<file path="src/rtl/cla_adder.sv">
// Registered two-level carry-lookahead adder: 4-bit groups feeding a group-level lookahead unit.
// Optional two's-complement overflow output enabled by defining CLA_ADDER_OVF_EN.
module cla_adder #(
  parameter int WIDTH = 16
) (
  input  logic             clk,
  input  logic             rst_n,
  input  logic             in_valid,
  input  logic [WIDTH-1:0] a,
  input  logic [WIDTH-1:0] b,
  input  logic             cin,
  output logic [WIDTH-1:0] sum,
  output logic             cout,
  output logic             out_valid
`ifdef CLA_ADDER_OVF_EN
  ,
  output logic             ovf
`endif
);

  localparam int NG = WIDTH / 4;

  logic [WIDTH-1:0] g;
  logic [WIDTH-1:0] p;
  logic [WIDTH-1:0] c;
  logic [NG-1:0]    gg;
  logic [NG-1:0]    gp;
  logic [NG:0]      gc;
  logic [WIDTH-1:0] sum_comb;

  logic [WIDTH-1:0] sum_d, sum_q;
  logic             cout_d, cout_q;
  logic             out_valid_d, out_valid_q;

  // Carry into group n, written as a flat sum of products over all lower groups
  // so the group carries are formed in parallel rather than rippled.
  function automatic logic group_carry(input logic [NG-1:0] ggv,
                                       input logic [NG-1:0] gpv,
                                       input logic          ci,
                                       input int            n);
    logic r;
    logic term;
    r = 1'b0;
    for (int k = -1; k < n; k++) begin
      term = (k < 0) ? ci : ggv[k];
      for (int m = k + 1; m < n; m++) begin
        term = term & gpv[m];
      end
      r = r | term;
    end
    return r;
  endfunction

  assign g     = a & b;
  assign p     = a ^ b;
  assign gc[0] = cin;

  generate
    for (genvar gi = 0; gi < NG; gi++) begin : g_group
      logic [3:0] gb;
      logic [3:0] pb;
      logic       ci;

      assign gb = g[4*gi +: 4];
      assign pb = p[4*gi +: 4];
      assign ci = gc[gi];

      assign gg[gi] = gb[3]
                    | (pb[3] & gb[2])
                    | (pb[3] & pb[2] & gb[1])
                    | (pb[3] & pb[2] & pb[1] & gb[0]);
      assign gp[gi] = &pb;

      assign c[4*gi]   = ci;
      assign c[4*gi+1] = gb[0] | (pb[0] & ci);
      assign c[4*gi+2] = gb[1] | (pb[1] & gb[0]) | (pb[1] & pb[0] & ci);
      assign c[4*gi+3] = gb[2] | (pb[2] & gb[1]) | (pb[2] & pb[1] & gb[0])
                       | (pb[2] & pb[1] & pb[0] & ci);
    end

    for (genvar gi = 1; gi <= NG; gi++) begin : g_lookahead
      assign gc[gi] = group_carry(gg, gp, cin, gi);
    end
  endgenerate

  assign sum_comb = p ^ c;

  always_comb begin
    sum_d       = sum_q;
    cout_d      = cout_q;
    out_valid_d = in_valid;
    if (in_valid) begin
      sum_d  = sum_comb;
      cout_d = gc[NG];
    end
  end

  always_ff @(posedge clk) begin
    if (!rst_n) begin
      sum_q       <= '0;
      cout_q      <= 1'b0;
      out_valid_q <= 1'b0;
    end else begin
      sum_q       <= sum_d;
      cout_q      <= cout_d;
      out_valid_q <= out_valid_d;
    end
  end

  assign sum       = sum_q;
  assign cout      = cout_q;
  assign out_valid = out_valid_q;

`ifdef CLA_ADDER_OVF_EN
  logic ovf_d, ovf_q;

  // Signed overflow: carry into the MSB disagrees with the carry out of it.
  always_comb begin
    ovf_d = ovf_q;
    if (in_valid) begin
      ovf_d = c[WIDTH-1] ^ gc[NG];
    end
  end

  always_ff @(posedge clk) begin
    if (!rst_n) begin
      ovf_q <= 1'b0;
    end else begin
      ovf_q <= ovf_d;
    end
  end

  assign ovf = ovf_q;
`endif

endmodule

</file>
<file path="config.mk">
export PLATFORM = sky130hd
export DESIGN_NAME = cla_adder
export DESIGN_NICKNAME = d
export VERILOG_FILES = /design/src/rtl/cla_adder.sv
export SDC_FILE = /design/constraint.sdc
export NUM_CORES = 1
export LEC_CHECK = 0
export BUFFER_PORTS_ARGS = -buffer_cell sky130_fd_sc_hd__buf_2
export CELL_PAD_IN_SITES_DETAIL_PLACEMENT = 1
export CELL_PAD_IN_SITES_GLOBAL_PLACEMENT = 1
export CORE_MARGIN = 2
export CORE_UTILIZATION = 31
export DETAILED_ROUTE_END_ITERATION = 8
export HOLD_SLACK_MARGIN = 0.12
export PLACE_DENSITY_LB_ADDON = 0.05
export SLEW_MARGIN = 20
export SYNTH_ARGS = -nofsm -noshare
export SYNTH_HDL_FRONTEND = slang
export SYNTH_SLANG_ARGS = --single-unit
</file>
<file path="constraint.sdc">
create_clock -name clk -period 2.6 [get_ports clk]
set_input_delay 0.52 -clock clk [delete_from_list [all_inputs] [get_ports clk]]
set_output_delay 0.52 -clock clk [all_outputs]
set_load 0.02 [all_outputs]
</file>
# After elaboration in Yosys (flattened, before gate mapping)
# Index checks and enable logic that the tools add are counted.
# totals
register_bits,18
in_bits,36
wordCells,122
# op_classes
reduce_logical,4
bitwise,115
# ops
cell,count
bitwise AND 1 bit,66
bitwise OR 1 bit,46
bitwise XOR 16 bit,2
bitwise AND 16 bit,1
AND reduction 4 bit,4

# Logic depth before layout (Yosys ltp)
# logic_depth
ltp_word,13
mapped_depth,10
ltp_nobuf,10

# Least setup slack after synthesis
# No wires, ideal clock.
# synth_timing
path_kind,input to register
startpoint,in a[2]
endpoint,"reg sum_q[13], in the netlist sum[13]"
stages,9
path_buffers,0
setup_slack_ps,46
t_arrival_ps,2438
path_cell_list,ha_1 a21o_1 a21oi_4 a311oi_2 or3_2 fa_1 xnor2_1 nand2_1 o211a_1
# synth_via
elab_chain_cells,13
word_cells_on_any_way,22
# synth_lines
element,line,source
start: declaration,9,"input logic [WIDTH-1:0] a,"
bitwise AND 16 bit or bitwise XOR 16 bit (tied branches),"54, 55",
bitwise AND 1 bit (on tied branches),"69, 70, 71",
"bitwise OR 1 bit, or another cell as far along",69,| (pb[3] & gb[2])
bitwise OR 1 bit or bitwise AND 1 bit (tied branches),"70, 71",
bitwise OR 1 bit,71,| (pb[3] & pb[2] & pb[1] & gb[0]);
bitwise AND 1 bit (2 in series),47,term = term & gpv[m];
bitwise OR 1 bit * (3 in series),49,r = r | term;
bitwise AND 1 bit *,75,assign c[4*gi+1] = gb[0] | (pb[0] & ci);
bitwise OR 1 bit *,75,
bitwise XOR 16 bit *,86,assign sum_comb = p ^ c;
end signal: assignment,104,sum_q <= sum_d;
end: declaration,31,"logic [WIDTH-1:0] sum_d, sum_q;"
# Every way passes the cells marked *; elsewhere a longest branch is shown, timed or not.
# A chain may end at the register's enable or synchronous reset.

# Worst setup path in the final report
# Ends and elaborated chain as after synthesis.

==> impl_metrics.yaml <==
run_status:
  status: "complete, no violations"
die:
  die_width_um: 68.8
  die_area_sq_um: 4740
  io_pins: 54
  fp.dieH_um: 68.8
  row_count: 23
  core_sq_um: 4030
  start_util_pct: 32.3
setup_path:
  r2r_start: "sum[11]"
  worstPathRequired_ns: 2.75
  crit_path_end_kind: "register"
  reg2regPathDepth: 3
  endpoint: "sum[13]"
  startpoint_type: "input pin"
  r2r_end: "sum[11]"
  crit_start: "a[2]"
  r2r_setup_slack_ns: 1.55
  arrival_ns: 2.61
  critical_path_class: "input pin to register"
  path_max_fanout: 4
cells_and_area:
  drive_above_1_share_pct: 36.0
  fin_nets: 261
  antennaDiodeCount: 0
  n_fill_cell: 512
  regArea_sq_um: 360
  area_delta_synth_final_pct: 34.7
  layoutNonFillerInstCount: 253
  multi_input_area_sq_um: 905
clock_network:
  postCtsSetupBuffers: 0
  h-tree-depth: 1
  cts_max_path_buffers: 2
  cts_hold_buf: 0
  clkLatencyLatePin_ns: 0.25
  clk_pin_slew_ns: 0.07
  cts_sinks: 18
  cts_buffers: 3
  cts_root_buf: "clkbuf_8"
  cts_tree: "yes"
  post_cts_resized: 0
global_routing:
  first_global_vias: 1266
  grt_pass1_wl_um: 5620
  grtUsageMet1_pct: 18.3
  grt.total_usage_pct: 15.9
  antenna_found_initial: 0
  grt_start_max_net_pins: 23
  grt_overflow: 0
  use_met2_pct: 29.3
  met3_usage_pct: 1.95
  grt_busiest_layer: "met2"
logic_synthesis:
  synth_area_per_cell_sq_um: 9.44
  ys_types: 36
  netlist_area_sq_um: 1300
  postSynth.asyncResetShare_pct: 0
  synth_nets: 194
  yosysWarnings: 0
  synth_cells: 138
  synth_ff_type: "dfxtp_1"
  synth-seq-area-share_pct: 27.7
  synth-edff-count: 0
  ys_ff_latch: 18
route:
  viasPerCell: 5.08
  routed_wl_um: 3550
  wl_per_cell_um: 14.0
  drc_errors: 0
  drtIter0Drc: 18
  ant_nets: 0
  first_pass_iters: 4
  vias: 1286
sta:
  setup_violations: 0
  period_share_pct: 94.7
  hold_ws_ns: 0.478
  tightestPinTransition_ns: 0.491
  skew_ns: 0
  max_freq_mhz: 406
  hold_viol: 0
  relSlewSlack_pct: 67.3
  rsz0062_at_grt: "false"
  layout_min_cycle_time_ns: 2.46
  maxSlewViolCount: 0
placed_design:
  port_buffers: 53
  place_inst: 250
  dp_hpwl_um: 2940
  finalWeightedCongestion: 0.764
worst_hold_path:
  worstHoldPathType: "register to register"
power_and_ir_drop:
  ir_worst_vdd_mv: 0.150
  p_per_area_nw_per_um2: 474
  p_leak_uw: 0.000921
run:
  maxCapViolCount: 0
## Yosys cell counts, drive strengths merged (2+ instances only)
cell	count	area share, %
dfxtp	18	28
ha	16	15
nand2	9	2.6
nor2b	8	3.8
a21oi	7	3.6
inv	6	1.7
mux2i	6	4.6
o21ai	6	2.3
o21a	5	2.9
a21o	4	2.3
a31oi	4	1.9
fa	4	6.1
nand3	4	1.5
o211a	4	3.1
or3	4	2.0
xnor2	4	2.7
clkbuf	3	0.86
nor2	3	0.86
nor3	3	1.2
xor2	3	2.0
nand4	2	0.96
nand4b	2	1.3
o31ai	2	1.2
## per-stage QoR
step / setup WS (ns) / setup TNS (ns) / util, % / instance area, sq um / total power (uW)
after floorplan: 0.0459 / 0 / - / 1300 / 523
after global placement: -0.134 / -0.221 / 42.5 / 1710 / 631
after detailed placement: -0.169 / -0.343 / 42.5 / 1710 / 646
after CTS: 0.0954 / 0 / 43.5 / 1750 / 847
after global routing: 0.0286 / 0 / 43.5 / 1750 / 892
final: 0.137 / 0 / 43.5 / 1750 / 832
## layout by cell type (no fill, tap or decap), types with 3 or more instances in the layout
cell,n
a21o_1,4
a21oi_1,6
a31oi_1,4
buf_2,53
buf_4,13
clkbuf_8,3
dfxtp_1,18
fa_1,4
ha_1,16
inv_1,6
mux2i_1,6
nand2_1,9
nand3_1,4
nor2_1,3
nor2b_1,8
nor3_1,3
o211a_1,4
o21a_1,5
o21ai_0,6
or3_1,3
xnor2_1,4
xor2_1,3
## how the worst min path moves through the flow
stage	start	to	slack (ns)	cells past startpoint
2_1_floorplan	sum[15]	sum[15]	0.56	2
3_3_place_gp	sum[0]	sum[0]	0.46	1
3_5_place_dp	sum[9]	sum[9]	0.47	1
4_1_cts	sum[9]	sum[9]	0.48	1
5_1_grt	sum[9]	sum[9]	0.50	1
6_report	sum[13]	sum[13]	0.48	1
## cell type report
class                           instances  area share, %
Tap cell                               50           3.57
Clock buffer                            3           2.35
Sequential cell                        18           20.5
Inverter                                6           1.28
Timing Repair Buffer                   66           20.7
Multi-Input combinational cell        110           51.6
## metal layers
layer / routed length (um) / part of all wire, % / vias up
met3: 144 / 4.1 / 4
li1: - / - / 640
met1: 1530 / 43 / 610
met2: 1820 / 51 / 32
met4: 51 / 1.4 / 0
met5: 0 / 0 / -
## power by group
| part | leakage [uW] | internal [uW] | total (uW) | switching, uW |
|---|---|---|---|---|
| sequential | 0.000149 | 305 | 318 | 13.4 |
| combinational | 0.000751 | 147 | 316 | 169 |
| clock | 0.0000216 | 103 | 198 | 94.8 |
| total | 0.000921 | 555 | 832 | 277 |
## sequential cells by signal (all words and copies together), names as in the netlist
signal / count
cout: 1
out_valid: 1
sum: 16
## critical path, cell delays in order
cell and delay, ns:
buf_2 0.10, ha_1 0.30, a21o_1 0.19, a21oi_4 0.20
a311oi_2 0.14, or3_2 0.44, fa_1 0.39, xnor2_1 0.15
nand2_1 0.07, o211a_1 0.12
## kinds of logic (layout without fill, tap and decap cells)
family / Yosys count / in the layout / synth area share [%]
buffers and inverters: 10 / 75 / 2.88
and+or+nand+nor: 39 / 39 / 16.9
AOI/OAI and AO/OA: 38 / 38 / 21.7
muxes: 6 / 6 / 4.61
DFF: 18 / 18 / 27.7
xor gates and xnor gates: 7 / 7 / 4.71
adders and majority gates: 20 / 20 / 21.5
Note: power is estimated with default switching activity, not from simulation.
